==> src/rtl/hetszegmens_multiplex_pkg.sv <==
// Shared types and constants for the multiplexed 7-segment scan controller.
package hetszegmens_pkg;

  localparam logic [6:0] SEG_OFF = 7'h00;

  typedef enum logic {
    BLANK,
    SHOW
  } scan_state_e;

  function automatic int seg_width();
    return 7;
  endfunction

endpackage

==> src/rtl/hetszegmens_multiplex_bin2hetszegmens.sv <==
// Hex nibble to 7-segment pattern decoder (a..g = bit6..bit0, active high).
module bin2hetszegmens
  import hetszegmens_pkg::*;
(
  input  logic [3:0] nibble,
  output logic [6:0] segments
);

  always_comb begin
    segments = SEG_OFF;
    case (nibble)
      4'h0: segments = 7'h7E;
      4'h1: segments = 7'h30;
      4'h2: segments = 7'h6D;
      4'h3: segments = 7'h79;
      4'h4: segments = 7'h33;
      4'h5: segments = 7'h5B;
      4'h6: segments = 7'h5F;
      4'h7: segments = 7'h70;
      4'h8: segments = 7'h7F;
      4'h9: segments = 7'h7B;
      4'hA: segments = 7'h77;
      4'hB: segments = 7'h1F;
      4'hC: segments = 7'h4E;
      4'hD: segments = 7'h3D;
      4'hE: segments = 7'h4F;
      4'hF: segments = 7'h47;
      default: segments = SEG_OFF;
    endcase
  end

endmodule

==> src/rtl/hetszegmens_multiplex.sv <==
// Time-multiplexed scan controller: double-buffered frame value, blanking gap per slot,
// one shared decoder, all display outputs registered.
module hetszegmens_multiplex
  import hetszegmens_pkg::*;
#(
  parameter int DIGITS       = 4,
  parameter int SCAN_DIV     = 1000,
  parameter int BLANK_CYCLES = 16
) (
  input  logic                  clk,
  input  logic                  rst_n,
  input  logic                  load_valid,
  output logic                  load_ready,
  input  logic [4*DIGITS-1:0]   load_value,
  input  logic [DIGITS-1:0]     load_blank,
  output logic [6:0]            output_segments,
  output logic [DIGITS-1:0]     digit_en,
  output logic                  frame_done
);

  localparam int SW = $clog2(SCAN_DIV);
  localparam int DW = (DIGITS > 1) ? $clog2(DIGITS) : 1;
  localparam int SEG_W = seg_width();
  localparam logic [SW-1:0] SLOT_LAST  = SW'(SCAN_DIV - 1);
  localparam logic [DW-1:0] DIGIT_LAST = DW'(DIGITS - 1);

  logic [SW-1:0]       slot_cnt_reg, slot_cnt_next;
  logic [DW-1:0]       digit_idx_reg, digit_idx_next;
  scan_state_e         state_reg, state_next;
  logic [4*DIGITS-1:0] active_value_reg, active_value_next, pending_value_reg;
  logic [DIGITS-1:0]   active_blank_reg, active_blank_next, pending_blank_reg;
  logic                pending_full_reg;
  logic [SEG_W-1:0]    seg_reg, seg_next, seg_decoded;
  logic [DIGITS-1:0]   en_reg, en_next;
  logic                done_reg, done_next;
  logic                slot_wrap, frame_wrap, accept, commit;
  logic [3:0]          nibble_arr [DIGITS];
  logic [3:0]          nibble_sel;

  assign slot_wrap  = (slot_cnt_reg == SLOT_LAST);
  assign frame_wrap = slot_wrap && (digit_idx_reg == DIGIT_LAST);
  assign accept     = load_valid && !pending_full_reg;
  assign commit     = frame_wrap && pending_full_reg;

  // Outputs are computed from next-cycle state so the registered pins line up with slot_cnt.
  assign active_value_next = commit ? pending_value_reg : active_value_reg;
  assign active_blank_next = commit ? pending_blank_reg : active_blank_reg;

  always_ff @(posedge clk or negedge rst_n) begin
    if (!rst_n) begin
      slot_cnt_reg  <= '0;
      digit_idx_reg <= '0;
      state_reg     <= BLANK;
    end else begin
      slot_cnt_reg  <= slot_cnt_next;
      digit_idx_reg <= digit_idx_next;
      state_reg     <= state_next;
    end
  end

  always_comb begin
    slot_cnt_next  = slot_wrap ? '0 : slot_cnt_reg + 1'b1;
    digit_idx_next = digit_idx_reg;
    if (slot_wrap) begin
      digit_idx_next = (digit_idx_reg == DIGIT_LAST) ? '0 : digit_idx_reg + 1'b1;
    end
    state_next = (int'(slot_cnt_next) < BLANK_CYCLES) ? BLANK : SHOW;
  end

  generate
    for (genvar gi = 0; gi < DIGITS; gi++) begin : g_nibble
      assign nibble_arr[gi] = active_value_next[4*gi +: 4];
    end
  endgenerate

  assign nibble_sel = nibble_arr[digit_idx_next];

  bin2hetszegmens u_decoder (
    .nibble   (nibble_sel),
    .segments (seg_decoded)
  );

  always_comb begin
    seg_next  = SEG_OFF;
    en_next   = '0;
    done_next = (slot_cnt_next == SLOT_LAST) && (digit_idx_next == DIGIT_LAST);
    if (state_next == SHOW && !active_blank_next[digit_idx_next]) begin
      seg_next                = seg_decoded;
      en_next[digit_idx_next] = 1'b1;
    end
  end

  always_ff @(posedge clk or negedge rst_n) begin
    if (!rst_n) begin
      active_value_reg  <= '0;
      active_blank_reg  <= '0;
      pending_value_reg <= '0;
      pending_blank_reg <= '0;
      pending_full_reg  <= 1'b0;
      seg_reg           <= SEG_OFF;
      en_reg            <= '0;
      done_reg          <= 1'b0;
    end else begin
      active_value_reg <= active_value_next;
      active_blank_reg <= active_blank_next;
      if (accept) begin
        pending_value_reg <= load_value;
        pending_blank_reg <= load_blank;
        pending_full_reg  <= 1'b1;
      end else if (commit) begin
        pending_full_reg <= 1'b0;
      end
      seg_reg  <= seg_next;
      en_reg   <= en_next;
      done_reg <= done_next;
    end
  end

  assign load_ready      = !pending_full_reg;
  assign output_segments = seg_reg;
  assign digit_en        = en_reg;
  assign frame_done      = done_reg;

endmodule

==> config.mk <==
export PLATFORM = sky130hd
export DESIGN_NAME = hetszegmens_multiplex
export DESIGN_NICKNAME = d
export VERILOG_FILES = /design/src/rtl/hetszegmens_multiplex_pkg.sv /design/src/rtl/hetszegmens_multiplex_bin2hetszegmens.sv /design/src/rtl/hetszegmens_multiplex.sv
export SDC_FILE = /design/constraint.sdc
export NUM_CORES = 1
export LEC_CHECK = 0
export CAP_MARGIN = 30
export CELL_PAD_IN_SITES_DETAIL_PLACEMENT = 1
export CELL_PAD_IN_SITES_GLOBAL_PLACEMENT = 1
export CORE_ASPECT_RATIO = 1.25
export CORE_MARGIN = 1.5
export CORE_UTILIZATION = 30
export CTS_BUF_LIST = sky130_fd_sc_hd__clkbuf_8 sky130_fd_sc_hd__clkbuf_16
export CTS_CLUSTER_DIAMETER = 120
export DETAILED_ROUTE_END_ITERATION = 10
export GPL_TIMING_DRIVEN = 0
export PLACE_DENSITY_LB_ADDON = 0.08
export RECOVER_POWER = 25
export SLEW_MARGIN = 5
export SYNTH_ARGS = -nofsm -noshare
export SYNTH_HDL_FRONTEND = slang
export SYNTH_HIERARCHICAL = 1
export SYNTH_SLANG_ARGS = --single-unit
==> constraint.sdc <==
create_clock -name clk -period 3.9 [get_ports clk]
set_clock_uncertainty 0.15 [all_clocks]
set_input_delay 0.78 -clock clk [delete_from_list [all_inputs] [get_ports clk]]
set_output_delay 0.78 -clock clk [all_outputs]
set_load 0.005 [all_outputs]
==> out/summary.txt, run 1 <==
top cell type's share of synthesized area -> 51.6%
CP endpoint kind -> register
H-Tree Depth -> 3
# nets final -> 322
drt total wl -> 6070 um
WP data required -> 3950 ps
Post-DP Area -> 3690 um2
Initial Util -> 31.0%
vias in the first global route -> 2035
fillers -> 1083
Post-CTS Hold Buffers -> 0
RSZ-0062 raised after global routing -> no
worst slew pin tran -> 2150 ps
share of post-route cells with drive strength above 1 -> 29.3%
crit path time final -> 3690 ps
Post-synth EDFFs -> 0
failing checks -> max-capacitance violations, max-slew violations
status -> finished with violations
CTS tree -> yes
Netlist Area Pre-Place -> 3150 um2
Top delay family on crit path -> multiplexers
Arr. time, crit path -> 3750 ps
CP max-delay cell -> mux4_2
height of the die -> 118 um
DRC errors left -> 0
DRT Pass-1 Iters -> 3
register area share after synthesis -> 51.6%
Row Count -> 41
dpl hpwl -> 4480 um
Post-Syn Instances -> 242
startpoint types -> register
relative slew slack -> -43.6%
Critical Path, Cell by Cell -> ha_1, and4bb_4, and3_1, buf_6, mux2_2, buf_2, mux2i_1, mux2i_2, inv_1, ha_1, mux4_2, nor3b_2
Yosys top cell by area -> dfrtp_1
Pwr per Cell Area -> 373 nW/um2
total gr overflow -> 0
wire length per cell -> 14.4 um
routed vias -> 1947
Skew-Pair Late Insertion Delay -> 330 ps
gp weighted congestion -> 0.756
design area -> 3970 um2
CTS root buf -> clkbuf_16
n_diodes -> 0
hold_ws -> 335 ps
input/output buffers -> 35
Max Cap Violations -> 1
peak supply drop -> 0.000184 V
fmax -> 271 MHz
worst path bufs/invs -> 3
I/O Pins -> 36
CTS Buf Count -> 9
DR vias/cell -> 4.60
Post-Place Setup Slack -> -33.6 ps
Synth area leaders -> dfrtp_1 52%, mux2_2 14%, mux2i_1 6.3%, ha_1 4.0%, nor3b_2 2.4%
Mapped Nets -> 275
Final Hold Fails -> 0
Synth Area per Inst -> 13.0 um2
Die Width -> 94.7 um
critical path class -> register to register
Final Power -> 1.48 mW
Pins Over Slew Limit -> 49
Async SR Flop Fraction -> 100%
initial antenna violation count -> 0
Routed Antenna Nets -> 0
FF+latch count, synth -> 65
most frequent cells in the layout -> 65 x dfrtp_1, 39 x mux2_2, 34 x clkdlybuf4s50_1
synth warn -> 6
slowest cell delay on critical path -> 450 ps
utilization after layout -> 39.1%
internal reg-to-reg setup slack -> 210 ps
Area growth syn-to-layout -> 26.0%
Max Buffers Root-to-Sink -> 2
final setup vio count -> 0
Synth cell types -> 53
global-route wire length before repair -> 10300 um
most common cell after layout, fill and taps aside -> dfrtp_1
Final period util -> 94.7%
Die ar. -> 11100 um2
GRT Total Usage -> 12.4%
Clk pin slew, worst setup/hold paths -> 50 ps
Initial DRC Count -> 25
worst hold path type -> register to register
final setup margin -> 206 ps
maximum fanout along the worst path -> 9
ys flop type -> dfrtp_1
CTS Sinks -> 65
Core Area -> 10200 um2
post-CTS setup buffers -> 0
leakage -> 1.80 nW
Top cell by count, worst path -> ha_1
largest net degree at the start of global routing -> 49
## kinds of logic (layout without fill, tap and decap cells)
family	count (synthesis)	after routing	share of synthesized area (%)
muxes	61	61	21.3
buffers and inverters	28	80	5.04
and+or+nand+nor	54	54	12.2
adders and majority gates	10	10	3.97
xor gates and xnor gates	4	4	1.11
AOI/OAI and AO/OA	20	20	4.76
DFF	65	65	51.6
## where the power goes
| part | internal, mW | switching [mW] | total [mW] |
|---|---|---|---|
| registers | 0.702 | 0.0143 | 0.716 |
| clock network | 0.422 | 0.283 | 0.705 |
| logic | 0.0387 | 0.0209 | 0.0595 |
| total | 1.16 | 0.318 | 1.48 |
## synthesized netlist by cell type, types with 2 or more instances
cell and count:
o21ai_0 2, nor3b_2 6, mux2_2 39, nor2b_1 3, ha_1 10, o21a_1 2
nor3_1 4, and3_1 2, a21oi_1 3, mux2i_1 20, buf_2 4, and2_1 2
nor3b_1 3, nand3_1 5, nand2b_1 3, inv_1 16, dfrtp_1 65, nand4_1 2
xor2_1 3, buf_6 4, nor2_1 9, nand2_1 4
## cell type report
| type | count | area [um2] | area share (%) |
|---|---|---|---|
| multi-input combinational | 149 | 1400 | 35.2 |
| clock buffer | 9 | 225 | 5.67 |
| timing repair buffer | 36 | 357 | 8.98 |
| tap | 129 | 161 | 4.06 |
| inverter | 17 | 66.3 | 1.67 |
| clock inverter | 7 | 38.8 | 0.976 |
| sequential | 65 | 1630 | 40.9 |
| buffer | 11 | 97.6 | 2.46 |
## worst register-to-register path, stage by stage, from the launching register on
cell	delay [ps]
dfrtp_1	390
ha_1	260
and4bb_4	310
and3_1	180
buf_6	130
mux2_2	330
buf_2	210
mux2i_1	190
mux2i_2	310
inv_1	160
ha_1	350
mux4_2	450
nor3b_2	160
## path summary, 6_finish.rpt
kind                                          startpoint                          endpoint  depth (start not counted)
max                            slot_cnt_reg[0]$_DFF_PN0_      output_segments[3]$_DFF_PN0_                         12
min                        active_blank_reg[3]$_DFF_PN0_     active_blank_reg[3]$_DFF_PN0_                          2
max reg2reg                    slot_cnt_reg[0]$_DFF_PN0_      output_segments[3]$_DFF_PN0_                         12
min reg2reg                active_blank_reg[3]$_DFF_PN0_     active_blank_reg[3]$_DFF_PN0_                          2
max in group asynchronous                          rst_n  pending_blank_reg[3]$_DFFE_PN0P_                          2
min in group asynchronous                          rst_n         slot_cnt_reg[3]$_DFF_PN0_                          1
## routing by layer
metal / GRT usage (%) / vias to the layer above / part of all wire, %
met1: 15.1 / 964 / 44
met2: 19.7 / 31 / 50
met4: 6.16 / 0 / 2.2
met3: 3.49 / 8 / 3.3
li1: - / 944 / -
met5: 0 / - / 0
## stage by stage
| stage | instances | setup TNS [ps] |
|---|---|---|
| 2_1_floorplan | 242 | 0 |
| 4_1_cts | 423 | 0 |
| 6_report | 423 | 0 |
| 5_1_grt | 423 | 0 |
| 3_3_place_gp | 406 | -28820 |
| 3_5_place_dp | 407 | -33.6 |
## repair_timing
item,CTS,global route
gates cloned,0,0
hold endpoints to repair,0,0
setup endpoints to repair,1,5
resized for setup,2,6
No activity file was read; power rests on OpenSTA's default activity.
==> run 2: changes to the inputs <==
--- a/config.mk
+++ b/config.mk
@@ -17,7 +17,7 @@
 export GPL_TIMING_DRIVEN = 0
 export PLACE_DENSITY_LB_ADDON = 0.08
 export RECOVER_POWER = 25
-export SLEW_MARGIN = 5
+export SLEW_MARGIN = 20
 export SYNTH_ARGS = -nofsm -noshare
 export SYNTH_HDL_FRONTEND = slang
 export SYNTH_HIERARCHICAL = 1
==> results of run 2 <==
Final layout, timing and power as in run 1 (identical DEF).
==> RTL change: new RTL, flow settings as in run 2 <==
Change the parameter `SCAN_DIV` from 1000 to 4000.
--- a/src/rtl/hetszegmens_multiplex.sv
+++ b/src/rtl/hetszegmens_multiplex.sv
@@ -6,3 +6,3 @@
   parameter int DIGITS       = 4,
-  parameter int SCAN_DIV     = 1000,
+  parameter int SCAN_DIV     = 4000,
   parameter int BLANK_CYCLES = 16
Check against the original RTL: no difference found for any inputs over 10 cycles, from zero or initial values and one cycle with rst_n low; that may be too few to reach the edited logic, so the function may still have changed.
==> RTL change against run 2 <==
Sequential cell count rose by 2; setup slack better by 0.019 ns; total power up 11%; wire length is 21% higher; non-clock buffer count grew 5; first-iteration DRC count is 48% higher; sequential power is 2% higher; fmax rose by 0.53%; utilization increased by 0.13 points; cell area grew 4.3%; synthesized area is 3.0% higher; largest power group is now clock.
==> RTL change: results (changes against run 2) <==
[global_routing]
grt_use_total_pct=14.75  ; +2.3 points
first_global_vias=2395  ; +18%
grt_start_max_net_pins=55  ; +12%
grt_pass1_wl_um=12480  ; +22%

[placed_design]
place_ws_ns=-0.6834  ; -0.6498 ns
placed_area_mm2=0.003787  ; +2.6%
hpwl_um=5104  ; +14%
io_buffers=35  ; unchanged

[setup_path]
critPathMaxFanout=10  ; +1
crit_family=multiplexers
slowest_delay_ns=0.43  ; -0.02 ns
cp.arrival_ns=3.73  ; -0.02 ns

[synthesis]
synth_area_leaders=dfrtp_1 (52%), mux2_2 (15%), mux2i_1 (4.3%)
ys_seq_area_share_pct=51.64  ; about the same
syn_nets=296  ; +7.6%
synthCells=263  ; +8.7%
synth_commonest_cells=dfrtp_1 (67), mux2_2 (44), inv_1 (18)
ys_types=45  ; -15%

[min_path]
hp-class=in -> async

[routing]
post_drt_wl_per_cell_um=16.24  ; +13%
dr.pass1.iters=4  ; +1
drt_iter0_markers=37  ; +48%
totalWireLength_um=7325  ; +21%
via_count=2154  ; +11%

[power_and_ir_drop]
net-switching-power_mw=0.3322  ; +4.5%
p_leak_nw=1.867  ; +3.9%
vdd_drop_max_v=0.0002234  ; +21%

[finish]
drive_gt1_share_pct=27.27  ; -2.0 points
finalNetCount=347  ; +7.8%
nFillCells=1139  ; +5.2%

[run_status]
status=completed

[timing]
maxSlewHeadroom_pct=9.799  ; +53 points

[RTL change: cell count changes after synthesis, moves of 5 or more]
cell            run 2  this run
nor3b_2             6         0
nand2_1             4        11
nor4_1              0         6
mux2i_1            20        14
mux2_2             39        44
o21ai_0             2         8
[RTL change: worst paths after layout]
kind                       cells past startpoint                 start              endpoint  slack [ns]
max                                           13       slot_cnt_reg[6]    output_segments[3]        0.23
min                                            1                 rst_n       slot_cnt_reg[6]        0.35
max reg2reg                                   13       slot_cnt_reg[6]    output_segments[3]        0.23
min reg2reg                                    1  active_value_reg[10]  active_value_reg[10]        0.35
max in group asynchronous                      2                 rst_n    output_segments[2]        1.45
min in group clk                               1  active_value_reg[10]  active_value_reg[10]        0.35
[RTL change: kinds of logic after synthesis]
kind of cell               Yosys count  share of synthesized area (%)
xor gates and xnor gates             7                          1.888
DFF                                 67                          51.64
buffers and inverters               31                          4.393
and+or+nand+nor                     67                          13.33
adders and majority gates           10                          3.854
muxes                               60                          20.62
AOI/OAI and AO/OA                   21                          4.278
[RTL change: worst reg2reg max path, cell delays in order (launching register included)]
cell and delay [ns]:
dfrtp_1 0.35, buf_2 0.17, nand4bb_4 0.30, nor4_4 0.39, buf_6 0.22, mux2_2 0.37
mux2_2 0.29, nand2_1 0.07, o21ai_1 0.15, inv_1 0.17, ha_1 0.27, inv_1 0.06
mux4_2 0.43, nor3b_1 0.14
[RTL change: cell type report]
type	instances	area [um^2]	area share, %
repair buffers	40	379.1	9.146
clock inverters	7	86.33	2.083
well taps	132	165.2	3.984
multi-input cells	165	1460	35.22
flip-flops and latches	67	1677	40.45
plain buffers	12	78.83	1.902
clock buffers	9	225.2	5.433
inverters	19	73.82	1.781
[RTL change: repair_timing]
action / in CTS / in global routing
hold endpoints to repair: 0 / 0
endpoints found under the setup margin: 7 / 7
gates resized for setup: 8 / 5
pin swaps: 1 / 1
setup buffers: 4 / 0
[RTL change: power groups by stage]
stage | Sequential [mW] | Combinational (mW) | Clock (mW)
after floorplan | 0.739 | 0.0213 | 0
after global placement | 0.745 | 0.0592 | 0
after detailed placement | 0.745 | 0.0637 | 0
after CTS | 0.733 | 0.0638 | 0.877
after global routing | 0.735 | 0.0650 | 0.909
final | 0.732 | 0.0575 | 0.851
[RTL change: layer usage]
layer	global-route usage (%)	part of all wire, %	routed length, um	up-vias
li1	-	-	-	1030
met3	3.384	2.9	211	9
met4	6.526	1.9	137	0
met1	18.49	44	3242	1084
met5	0	0	0	-
met2	23.81	51	3733	31
